`config.mk`:
```
export PLATFORM = sky130hd
export DESIGN_NAME = spi_reg_slave
export DESIGN_NICKNAME = d
export VERILOG_FILES = /design/src/rtl/spi_reg_slave.sv
export SDC_FILE = /design/constraint.sdc
export NUM_CORES = 1
export LEC_CHECK = 0
export CAP_MARGIN = 20
export CORE_MARGIN = 4
export CORE_UTILIZATION = 60
export DETAILED_ROUTE_END_ITERATION = 8
export MAX_ROUTING_LAYER = met4
export PLACE_DENSITY = 0.79
export SETUP_SLACK_MARGIN = 0.02
export SLEW_MARGIN = 30
export SYNTH_ARGS = -nofsm -noshare
export SYNTH_HDL_FRONTEND = slang
export SYNTH_SLANG_ARGS = --single-unit
```
`constraint.sdc`:
```
create_clock -name clk -period 2.45 [get_ports clk]
set_input_delay 0.245 -clock clk [delete_from_list [all_inputs] [get_ports clk]]
set_output_delay 0.245 -clock clk [all_outputs]
set_load 0.02 [all_outputs]
```
`src/rtl/spi_reg_slave.sv`:
```
// SPI responder for 16-bit {addr[6:0], data[8:0]} frames, oversampled in clk.
// Good frames land in a small register file exposed through a registered read port.
module spi_reg_slave #(
  parameter int NUM_REGS   = 16,
  parameter bit SYNC_EN    = 1'b0,
  parameter int RESET_ADDR = 15
) (
  input  logic       clk,
  input  logic       rst,
  input  logic       sclk,
  input  logic       mosi,
  input  logic       cs_n,
  output logic [6:0] rx_addr,
  output logic [8:0] rx_data,
  output logic       frame_valid,
  output logic       frame_err,
  input  logic [3:0] rd_addr,
  output logic [8:0] rd_data,
  output logic [1:0] dbg_state
);

  typedef enum logic [1:0] {
    IDLE  = 2'd0,
    SHIFT = 2'd1,
    CHECK = 2'd2
  } state_t;

  // Input stage: first flop always, second only used when SYNC_EN is set.
  logic sclk_s1_q, mosi_s1_q, cs_s1_q;
  logic sclk_s2_q, mosi_s2_q, cs_s2_q;
  logic sclk_q, cs_q;
  logic sclk_i, mosi_i, cs_i;
  logic sclk_rise, cs_fall, cs_rise;

  always_ff @(posedge clk or negedge rst) begin
    if (!rst) begin
      sclk_s1_q <= 1'b0;
      mosi_s1_q <= 1'b0;
      cs_s1_q   <= 1'b0;
      sclk_s2_q <= 1'b0;
      mosi_s2_q <= 1'b0;
      cs_s2_q   <= 1'b0;
      sclk_q    <= 1'b0;
      cs_q      <= 1'b0;
    end else begin
      sclk_s1_q <= sclk;
      mosi_s1_q <= mosi;
      cs_s1_q   <= cs_n;
      sclk_s2_q <= sclk_s1_q;
      mosi_s2_q <= mosi_s1_q;
      cs_s2_q   <= cs_s1_q;
      sclk_q    <= sclk_i;
      cs_q      <= cs_i;
    end
  end

  assign sclk_i    = SYNC_EN ? sclk_s2_q : sclk_s1_q;
  assign mosi_i    = SYNC_EN ? mosi_s2_q : mosi_s1_q;
  assign cs_i      = SYNC_EN ? cs_s2_q   : cs_s1_q;
  assign sclk_rise = sclk_i & ~sclk_q;
  assign cs_fall   = ~cs_i & cs_q;
  assign cs_rise   = cs_i & ~cs_q;

  state_t      state_q, state_d;
  logic [15:0] shift_q, shift_d;
  logic [4:0]  cnt_q, cnt_d;
  logic [6:0]  rx_addr_q, rx_addr_d;
  logic [8:0]  rx_data_q, rx_data_d;
  logic        frame_valid_q, frame_valid_d;
  logic        frame_err_q, frame_err_d;
  logic [8:0]  rd_data_q, rd_data_d;
  logic [8:0]  regs_q [NUM_REGS];
  logic [8:0]  regs_d [NUM_REGS];
  logic        frame_good;

  always_comb begin
    state_d       = state_q;
    shift_d       = shift_q;
    cnt_d         = cnt_q;
    rx_addr_d     = rx_addr_q;
    rx_data_d     = rx_data_q;
    frame_valid_d = 1'b0;
    frame_err_d   = 1'b0;
    regs_d        = regs_q;
    frame_good    = (cnt_q == 5'd16) && (int'(shift_q[15:9]) < NUM_REGS);
    rd_data_d     = (int'(rd_addr) < NUM_REGS) ? regs_q[rd_addr] : '0;

    case (state_q)
      IDLE: begin
        if (cs_fall) begin
          shift_d = '0;
          cnt_d   = '0;
          state_d = SHIFT;
        end
      end
      SHIFT: begin
        // The verdict is registered on the way into CHECK so the pulse is high during CHECK.
        if (cs_rise) begin
          state_d       = CHECK;
          frame_valid_d = frame_good;
          frame_err_d   = ~frame_good;
          if (frame_good) begin
            rx_addr_d = shift_q[15:9];
            rx_data_d = shift_q[8:0];
          end
        end else if (sclk_rise) begin
          shift_d = {shift_q[14:0], mosi_i};
          if (cnt_q != 5'd17) cnt_d = cnt_q + 5'd1;
        end
      end
      CHECK: begin
        state_d = IDLE;
        if (frame_valid_q) begin
          for (int i = 0; i < NUM_REGS; i++) begin
            if (int'(rx_addr_q) == RESET_ADDR) regs_d[i] = '0;
            else if (int'(rx_addr_q) == i)     regs_d[i] = rx_data_q;
          end
        end
        if (cs_fall) begin
          shift_d = '0;
          cnt_d   = '0;
          state_d = SHIFT;
        end
      end
      default: state_d = IDLE;
    endcase
  end

  always_ff @(posedge clk or negedge rst) begin
    if (!rst) begin
      state_q       <= IDLE;
      shift_q       <= '0;
      cnt_q         <= '0;
      rx_addr_q     <= '0;
      rx_data_q     <= '0;
      frame_valid_q <= 1'b0;
      frame_err_q   <= 1'b0;
      rd_data_q     <= '0;
      for (int i = 0; i < NUM_REGS; i++) regs_q[i] <= '0;
    end else begin
      state_q       <= state_d;
      shift_q       <= shift_d;
      cnt_q         <= cnt_d;
      rx_addr_q     <= rx_addr_d;
      rx_data_q     <= rx_data_d;
      frame_valid_q <= frame_valid_d;
      frame_err_q   <= frame_err_d;
      rd_data_q     <= rd_data_d;
      for (int i = 0; i < NUM_REGS; i++) regs_q[i] <= regs_d[i];
    end
  end

  assign rx_addr     = rx_addr_q;
  assign rx_data     = rx_data_q;
  assign frame_valid = frame_valid_q;
  assign frame_err   = frame_err_q;
  assign rd_data     = rd_data_q;
  assign dbg_state   = state_q;

endmodule

```
== Word level (Yosys, flattened, before mapping) ==
Index checks and enable logic that the tools add are counted.
Word-level totals
  register bits after elaboration: 190
  input port bits: 9
  output and inout port bits: 29
Cells by class
  $lt $le $gt $ge: 2
  equality and inequality tests: 25
  add/sub/neg operators: 1
  muxes and demuxes: 50
  bitwise gates (word level): 8
  reductions and logical operators: 39
Operator list (count)
  $mux 9: 32
  $eq 7x5->1 const B: 8
  $mux 16: 3
  $reduce_and 3->1: 16
  $bmux 9 s4: 1
  $pmux 16 s2: 1
  $reduce_bool 2->1: 16
  $eq 7x4->1 const B: 4
  $mux 5: 4
  $eq 7x3->1 const B: 2
  $ne 2x2->1 const B: 5
  $pmux 5 s2: 1
  $eq 7x2->1 const B: 1
  $logic_not 7->1: 1
  $lt 7x5->1 const B: 1
  $pmux 2 s3: 1
  $add 5x1->5 const B: 1
  $eq 5x5->1 const B: 1
  $ge 5x5->1 const B: 1
  $mux 1: 5
  $ne 5x5->1 const B: 1
  $not 4->5: 1
  $reduce_and 5->1: 1
  $mux 2: 2
  10 further kinds: 15

== Logic depth before layout (Yosys ltp) ==
Gate-level depths: netlist of the first run.
  depth in word-level cells: 5
  mapped depth: 7
  depth with buffers taken out: 5

== Least setup slack after synthesis of the first run ==
Ideal clock, no wire load.
  kind: reg-to-reg
  start: reg rx_addr_q[5] (netlist: rx_addr[5])
  end: reg regs_q[81] (netlist name)
  stages on the path, launching flop included: 7
  buffers on the path: 2
  path slack: 0.576 ns
  required time: 2.325 ns
  data arrival time: 1.749 ns
  cell sequence: dfrtp_1 -> nor3_2 -> buf_6 -> and2_4 -> and4_4 -> buf_6 -> mux2_4
Between the ends
  word-level cells in the longest chain between the ends: 3
  elaborated cells on any way between the ends: 5
  those cells by class: eq/ne (2); mux (1); reduce/logical (2)
RTL lines
  start, declared: RTL line 67  | logic [6:0] rx_addr_q, rx_addr_d;
  start signal, assigned: RTL line 144  | rx_addr_q <= rx_addr_d;
  $eq 7x5->1 / $eq 7x4->1 (equally long branches): RTL line 115, 116
  $reduce_bool 2->1 (no line)
  $reduce_and 3->1 (no line)
  end, declared: RTL line 72  | logic [8:0] regs_q [NUM_REGS];
Parallel ways exist; a longest one is shown, timed or not.
A chain may end at the register's enable or synchronous reset.

== Worst setup path in the final report of the first run ==
  start: reg rx_addr_q[0] (netlist: rx_addr[0])
  end: reg regs_q[139] (netlist name)
Between the ends
  word-level cells in the longest chain between the ends: 3
  elaborated cells on any way between the ends: 5
  those cells by class: eq/ne (1); mux (1); reduce/logical (3)
RTL lines (RTL line)
  $eq 7x5->1 / $logic_not 7->1 (equally long branches): 115, 116
  $reduce_bool 2->1 (no line)
  $reduce_and 3->1 (no line)
Parallel ways exist; a longest one is shown, timed or not.

==> impl_metrics.ini, run 1 <==
[detailed_routing]
drtIter0Drc = 480
first_pass_iters = 4
postRouteWirelength_mm = 18.7
drtAntennaViolNets = 0
vias = 5550
avgRoutedWirePerCell_um = 20.3
drc = 0
via_per_inst = 6.04

[floorplanning]
fp.dieArea_mm2 = 0.0161
core-area_mm2 = 0.0138
rows = 43
ios = 38
initial_utilization = 0.612
chipWidth_um = 127
die_y_um = 127

[synthesis]
synth.top_cells.by_area = dfrtp_1 56%, mux4_2 7.2%, nand2_1 5.9%
syn_inst = 690
async_reset_ff_frac = 1.00
synth-edff-count = 0
yosys.area.top_type = dfrtp_1
synth-seq-cells = 190
synthDistinctLibCells = 47
synth_warnings = 0
synthesis.nets = 702
synth.cell_area_mm2 = 0.00846
synth_top_area_frac = 0.562
ys.flop_type = dfrtp_1
syn_avg_cell_area_um2 = 12.3
ys_seq_area_frac = 0.562

[outcome]
status = completed

[worst_setup_path]
slowest_stage = dfrtp_1
worstSetupPathType = flop to flop
cp-endpoint = regs_q[139]$_DFFE_PN0P_
reg2reg_depth = 4
reg2reg_from = rx_addr[0]$_DFFE_PN0P_
r2r_end = regs_q[139]$_DFFE_PN0P_
cp_num_cells = 4
crit_buf_inv = 0
worst_setup_path_start_kind = flop
cp_max_fo = 16
cp-end-kind = flop
worst_ep_arrival_time_ns = 2.38
cp_top_family = simple AND/OR/NAND/NOR gates
crit_path_max_incr_delay_ns = 0.66
reg2reg_slack_ns = 0.38
crit_path_cell_trace = and2_1 -> a22oi_1 -> nor2_4 -> mux2_2
crit_required_ns = 2.76
crit_start = rx_addr[0]$_DFFE_PN0P_

[clocking]
ctsHtreeMaxLevel = 4
path_clk_slew_ns = 0.07
cts.sinks = 190
cts_max_path_buffers = 2
cts-root-buf = clkbuf_16
clk_latency_ns = 0.43
post_cts_resize_count = 0
numCtsBuffers = 17
cts_tree = yes

[placed_design]
dp_hpwl_mm = 12.5
place_area_mm2 = 0.00902
place_congestion = 0.915
io_buffers = 37

[cells_and_area]
final_area_mm2 = 0.00970
layout_commonest_cell = dfrtp_1
nNetsFinal = 738
syn_to_final_growth_pct = 14.7
drive_gt1_frac = 0.229
n_antenna_cell = 0
final_cell_mix = 190 x dfrtp_1, 134 x nand2_1, 98 x o21ai_0

[global_route]
antenna_found_initial = 0
grt.total_usage = 0.258
grt_max_degree = 66
grt_pass1_wl_mm = 31.4
grt_pass1_vias = 5968
grt.overflow.total = 0

[sta]
skew_ns = 0.00702
tightest_slew_ns = 0.878
whs_ns = 0.259
hold_violations = 0
setup_viol = 0
setup_tns_ns = 0
relSlewSlack = 0.415
final.min_clock_period_ns = 2.07
drv_slew = 0
rsz0062_at_grt = no
max_freq_mhz = 484
period_share = 0.843

[power]
powerDensity_mw_per_mm2 = 690
peakVddDrop_v = 0.000537
leakagePower_nw = 4.33
p_total_mw = 6.69

[worst_hold_path]
hp-class = input port to asynchronous set/reset pin

[job]
cap_viol_max_count = 0
-- per-stage QoR --
stage                      util  cells  worst slack (ns)
after floorplan               -    690             0.576
final                     0.702    919             0.384
after detailed placement  0.653    886             0.432
after CTS                 0.702    919             0.380
after global placement    0.653    886             0.517
after global routing      0.702    919             0.259
-- logic make-up after synthesis --
family | count (synthesis) | share of synthesized area
flops | 190 | 0.562
buf+inv | 49 | 0.0299
fa+ha+maj | 3 | 0.00444
mux | 104 | 0.185
compound gates | 140 | 0.0994
simple gates | 200 | 0.115
xor+xnor | 4 | 0.00414
-- worst reg2reg max path, delay by kind of cell, from the launching register on --
kind / cells / cell delay, ns
and+or+nand+nor: 2 / 0.72
AOI/OAI and AO/OA: 1 / 0.19
DFF: 1 / 0.66
muxes: 1 / 0.39
-- synth_stat cells, types with 2 or more instances --
library cell / number
o21ai_0: 98
nand2b_1: 2
nand2_1: 134
xnor2_1: 4
and3_1: 4
mux2_4: 27
buf_4: 2
nand3_1: 5
clkbuf_1: 19
a22oi_1: 10
mux2i_1: 9
nor2_4: 3
and2_1: 14
buf_1: 2
dfrtp_1: 190
nor3_1: 5
ha_1: 3
o2111ai_2: 4
nand4_2: 2
nor3b_1: 2
nand3b_1: 9
mux4_2: 27
inv_1: 7
and4_4: 3
buf_6: 6
buf_2: 13
a31o_2: 2
nand4_1: 2
nor2_1: 6
nor2b_1: 2
mux2_2: 41
o211ai_1: 18
-- how the worst min path moves through the flow --
stage          start                      to  slack [ns]  cells after the start
6_report         rst  regs_q[21]$_DFFE_PN0P_        0.26                      2
5_1_grt         mosi        mosi_i$_DFF_PN0_        0.24                      1
4_1_cts         mosi        mosi_i$_DFF_PN0_        0.25                      1
3_5_place_dp     rst  regs_q[25]$_DFFE_PN0P_        0.15                      1
3_3_place_gp     rst  regs_q[25]$_DFFE_PN0P_        0.14                      1
2_1_floorplan    rst    cnt_q[0]$_DFFE_PN0P_       -0.05                      0
-- metal layers --
layer,up-vias,track usage,part of all wire
li1,2522,-,-
met5,-,-,0
met2,170,0.406,0.50
met3,33,0.0560,0.051
met1,2825,0.342,0.43
met4,0,0.0751,0.017
-- repair_timing --
action / 4_1_cts / 5_1_grt
hold endpoints to repair: 28 / 0
buffers inserted: 0 / 0
hold buffers: 1 / 0
-- area by class of cell --
type | instances | area, um^2
flip-flops and latches | 190 | 4750
fillers | 917 | 4130
multi-input cells | 451 | 3460
repair buffers | 59 | 572
clock buffers | 17 | 425
clock inverters | 15 | 243
well taps | 180 | 225
inverters | 7 | 26.3
-- sequential cells by signal, indices dropped and copies added (netlist names), 2 cells and up --
name and cells:
rd_data 9, shift_q 16, rx_addr 7, regs_q 135, dbg_state 2, rx_data 9, cnt_q 5
-- power by group --
group / internal, mW / switching, mW / leakage, nW
registers: 3.18 / 0.0352 / 2.63
clock network: 1.91 / 1.19 / 0.327
logic: 0.135 / 0.236 / 1.37
total: 5.23 / 1.46 / 4.33
No activity file was read; power rests on OpenSTA's default activity.
==> inputs of run 2 (changes only) <==
Settings changed: CORE_UTILIZATION 60 to 54, PLACE_DENSITY 0.79 to 0.75.
Clock period 2.45 ns to 1.66 ns, I/O delays scaled along.
==> run 2 against run 1 <==
Core utilization up 1.3 points. Clock-buffer cell count up 3. Design area up 12%. Die area up 10%. Critical endpoint is now regs_q[44]$_DFFE_PN0P_. Largest cell class unchanged. Register-to-register slack worse by 0.46 ns. Hold slack worse by 0.091 ns. The run now ends with negative setup slack left.
==> impl_metrics.ini, run 2 (same netlist as run 1, synthesis figures left out) <==
[worst_setup_path]
reg2reg_from = rx_addr[6]$_DFFE_PN0P_
worst_ep_arrival_time_ns = 2.08
crit_start = rx_addr[6]$_DFFE_PN0P_
slowest_stage = dfrtp_2
cp_max_fo = 5
crit_buf_inv = 4
worst_path_most_repeated_cell = buf_6
crit_path_cell_trace = nor3_4 -> buf_6 -> buf_6 -> nand4_1 -> buf_6 -> buf_8 -> o21ai_1
crit_path_max_incr_delay_ns = 0.43
crit_required_ns = 2.00
worst_setup_path_start_kind = flop
worstSetupPathType = flop to flop
cp-end-kind = flop
cp_top_family = buffers and inverters

[sta]
whs_ns = 0.168
skew_ns = 0.00871
final.min_clock_period_ns = 1.74
drv_slew = 0
period_share = 1.05
hold_violations = 0
setup_viol = 45
rsz0062_at_grt = yes
worst_slack_ns = -0.0801
tightest_slew_ns = 0.642
relSlewSlack = 0.571
max_freq_mhz = 575

[placed_design]
dp_hpwl_mm = 13.9
placed_cells = 962
io_buffers = 37
place_congestion = 0.838

[clocking]
cts.sinks = 190
path_clk_slew_ns = 0.07
ctsHtreeMaxLevel = 4
cts-root-buf = clkbuf_16
cts_max_path_buffers = 2
clk_latency_ns = 0.44
cts_tree = yes
numCtsBuffers = 17

[worst_hold_path]
hp-class = input port to flop
worstHoldStart = mosi

[floorplanning]
rows = 45
core-area_mm2 = 0.0153
ios = 38
initial_utilization = 0.554
die_y_um = 133
fp.dieArea_mm2 = 0.0177
chipWidth_um = 133

[cells_and_area]
syn_to_final_growth_pct = 28.9
drive_gt1_frac = 0.397
largest_reg_flops = 135
nNetsFinal = 805
largestRegisters = regs_q (135), shift_q (16)
n_fill_cell = 984
final_cell_mix = 186 x dfrtp_1, 97 x nand2_1, 59 x o21ai_0
final_cells = 1017
n_antenna_cell = 0
largest_register = regs_q
layout_commonest_cell = dfrtp_1

[power]
pwr-share-comb = 0.074
powerDensity_mw_per_mm2 = 891
p_int_mw = 7.46
switching_share = 0.232
peakVddDrop_v = 0.000846
p_total_mw = 9.72
power_frac_seq = 0.487
clkPwrFrac = 0.438
switching_power_mw = 2.26
leakagePower_nw = 4.94

[detailed_routing]
drtIter0Drc = 440
avgRoutedWirePerCell_um = 22.8
first_pass_iters = 5
via_per_inst = 6.09
postRouteWirelength_mm = 23.2
drc = 0
vias = 6191
drtAntennaViolNets = 0

[global_route]
antenna_found_initial = 0
grt_pass1_wl_mm = 34.3
grt_max_degree = 48
grt.total_usage = 0.258
grt_pass1_vias = 6256
grt.overflow.total = 0

[job]
cap_viol_max_count = 0

[outcome]
status = finished, violations left
violations = negative setup slack
## run 2: cell count changes in the layout (fill, tap and decap cells not counted), moves of 19 or more
cell	delta
o21ai_1	+24
nand2_1	-37
nand2_2	+28
clkdlybuf4s50_1	-19
buf_4	+27
o21ai_0	-39
## run 2: what timing repair did
action | CTS | global route
hold endpoints to repair | 41 | 0
hold buffers | 1 | 0
gates cloned | 4 | 10
pin swaps | 5 | 20
gates resized for setup | 60 | 137
setup buffers | 4 | 4
endpoints found under the setup margin | 136 | 173
## run 2: worst paths after layout
path | slack (ns) | cells after the start | to
max in group asynchronous | 0.80 | 3 | rd_data[8]$_DFF_PN0_
hold reg to reg | 0.44 | 0 | sclk_q$_DFF_PN0_
setup reg to reg | -0.08 | 7 | regs_q[44]$_DFFE_PN0P_
hold / removal | 0.17 | 1 | mosi_i$_DFF_PN0_
min in group asynchronous | 0.25 | 2 | rx_addr[6]$_DFFE_PN0P_
setup / recovery | -0.08 | 7 | regs_q[44]$_DFFE_PN0P_
## run 2: power groups by stage
stage / Clock (mW) / Combinational [mW] / Sequential [mW]
finish: 4.26 / 0.720 / 4.74
global route: 4.50 / 0.786 / 4.74
global placement: 0 / 0.654 / 4.81
floorplan: 0 / 0.276 / 4.85
detailed placement: 0 / 0.683 / 4.82
CTS: 4.28 / 0.706 / 4.73
## run 2: area by class of cell
| class | instances | area [um^2] | share of cell area |
|---|---|---|---|
| repair buffers | 120 | 1330 | 0.122 |
| inverters | 7 | 26.3 | 0.00241 |
| clock buffers | 20 | 457 | 0.0419 |
| flip-flops and latches | 190 | 4760 | 0.437 |
| multi-input cells | 457 | 3910 | 0.358 |
| well taps | 211 | 264 | 0.0242 |
| clock inverters | 12 | 158 | 0.0145 |
## run 2: metrics by stage
step / instance area (um^2) / utilization / setup TNS [ns] / worst slack (ns)
after floorplan: 8480 / - / -6.43 / -0.136
after global placement: 9600 / 0.629 / -4.30 / -0.128
after detailed placement: 9600 / 0.629 / -6.09 / -0.164
after CTS: 10400 / 0.682 / -0.200 / -0.0250
after global routing: 10900 / 0.715 / -8.91 / -0.166
final: 10900 / 0.715 / -1.22 / -0.0801
## run 2: metal layers
layer / routed length, um / global-route usage
met3: 1370 / 0.0574
met5: 0 / -
met4: 828 / 0.0851
met2: 11900 / 0.410
met1: 9120 / 0.334
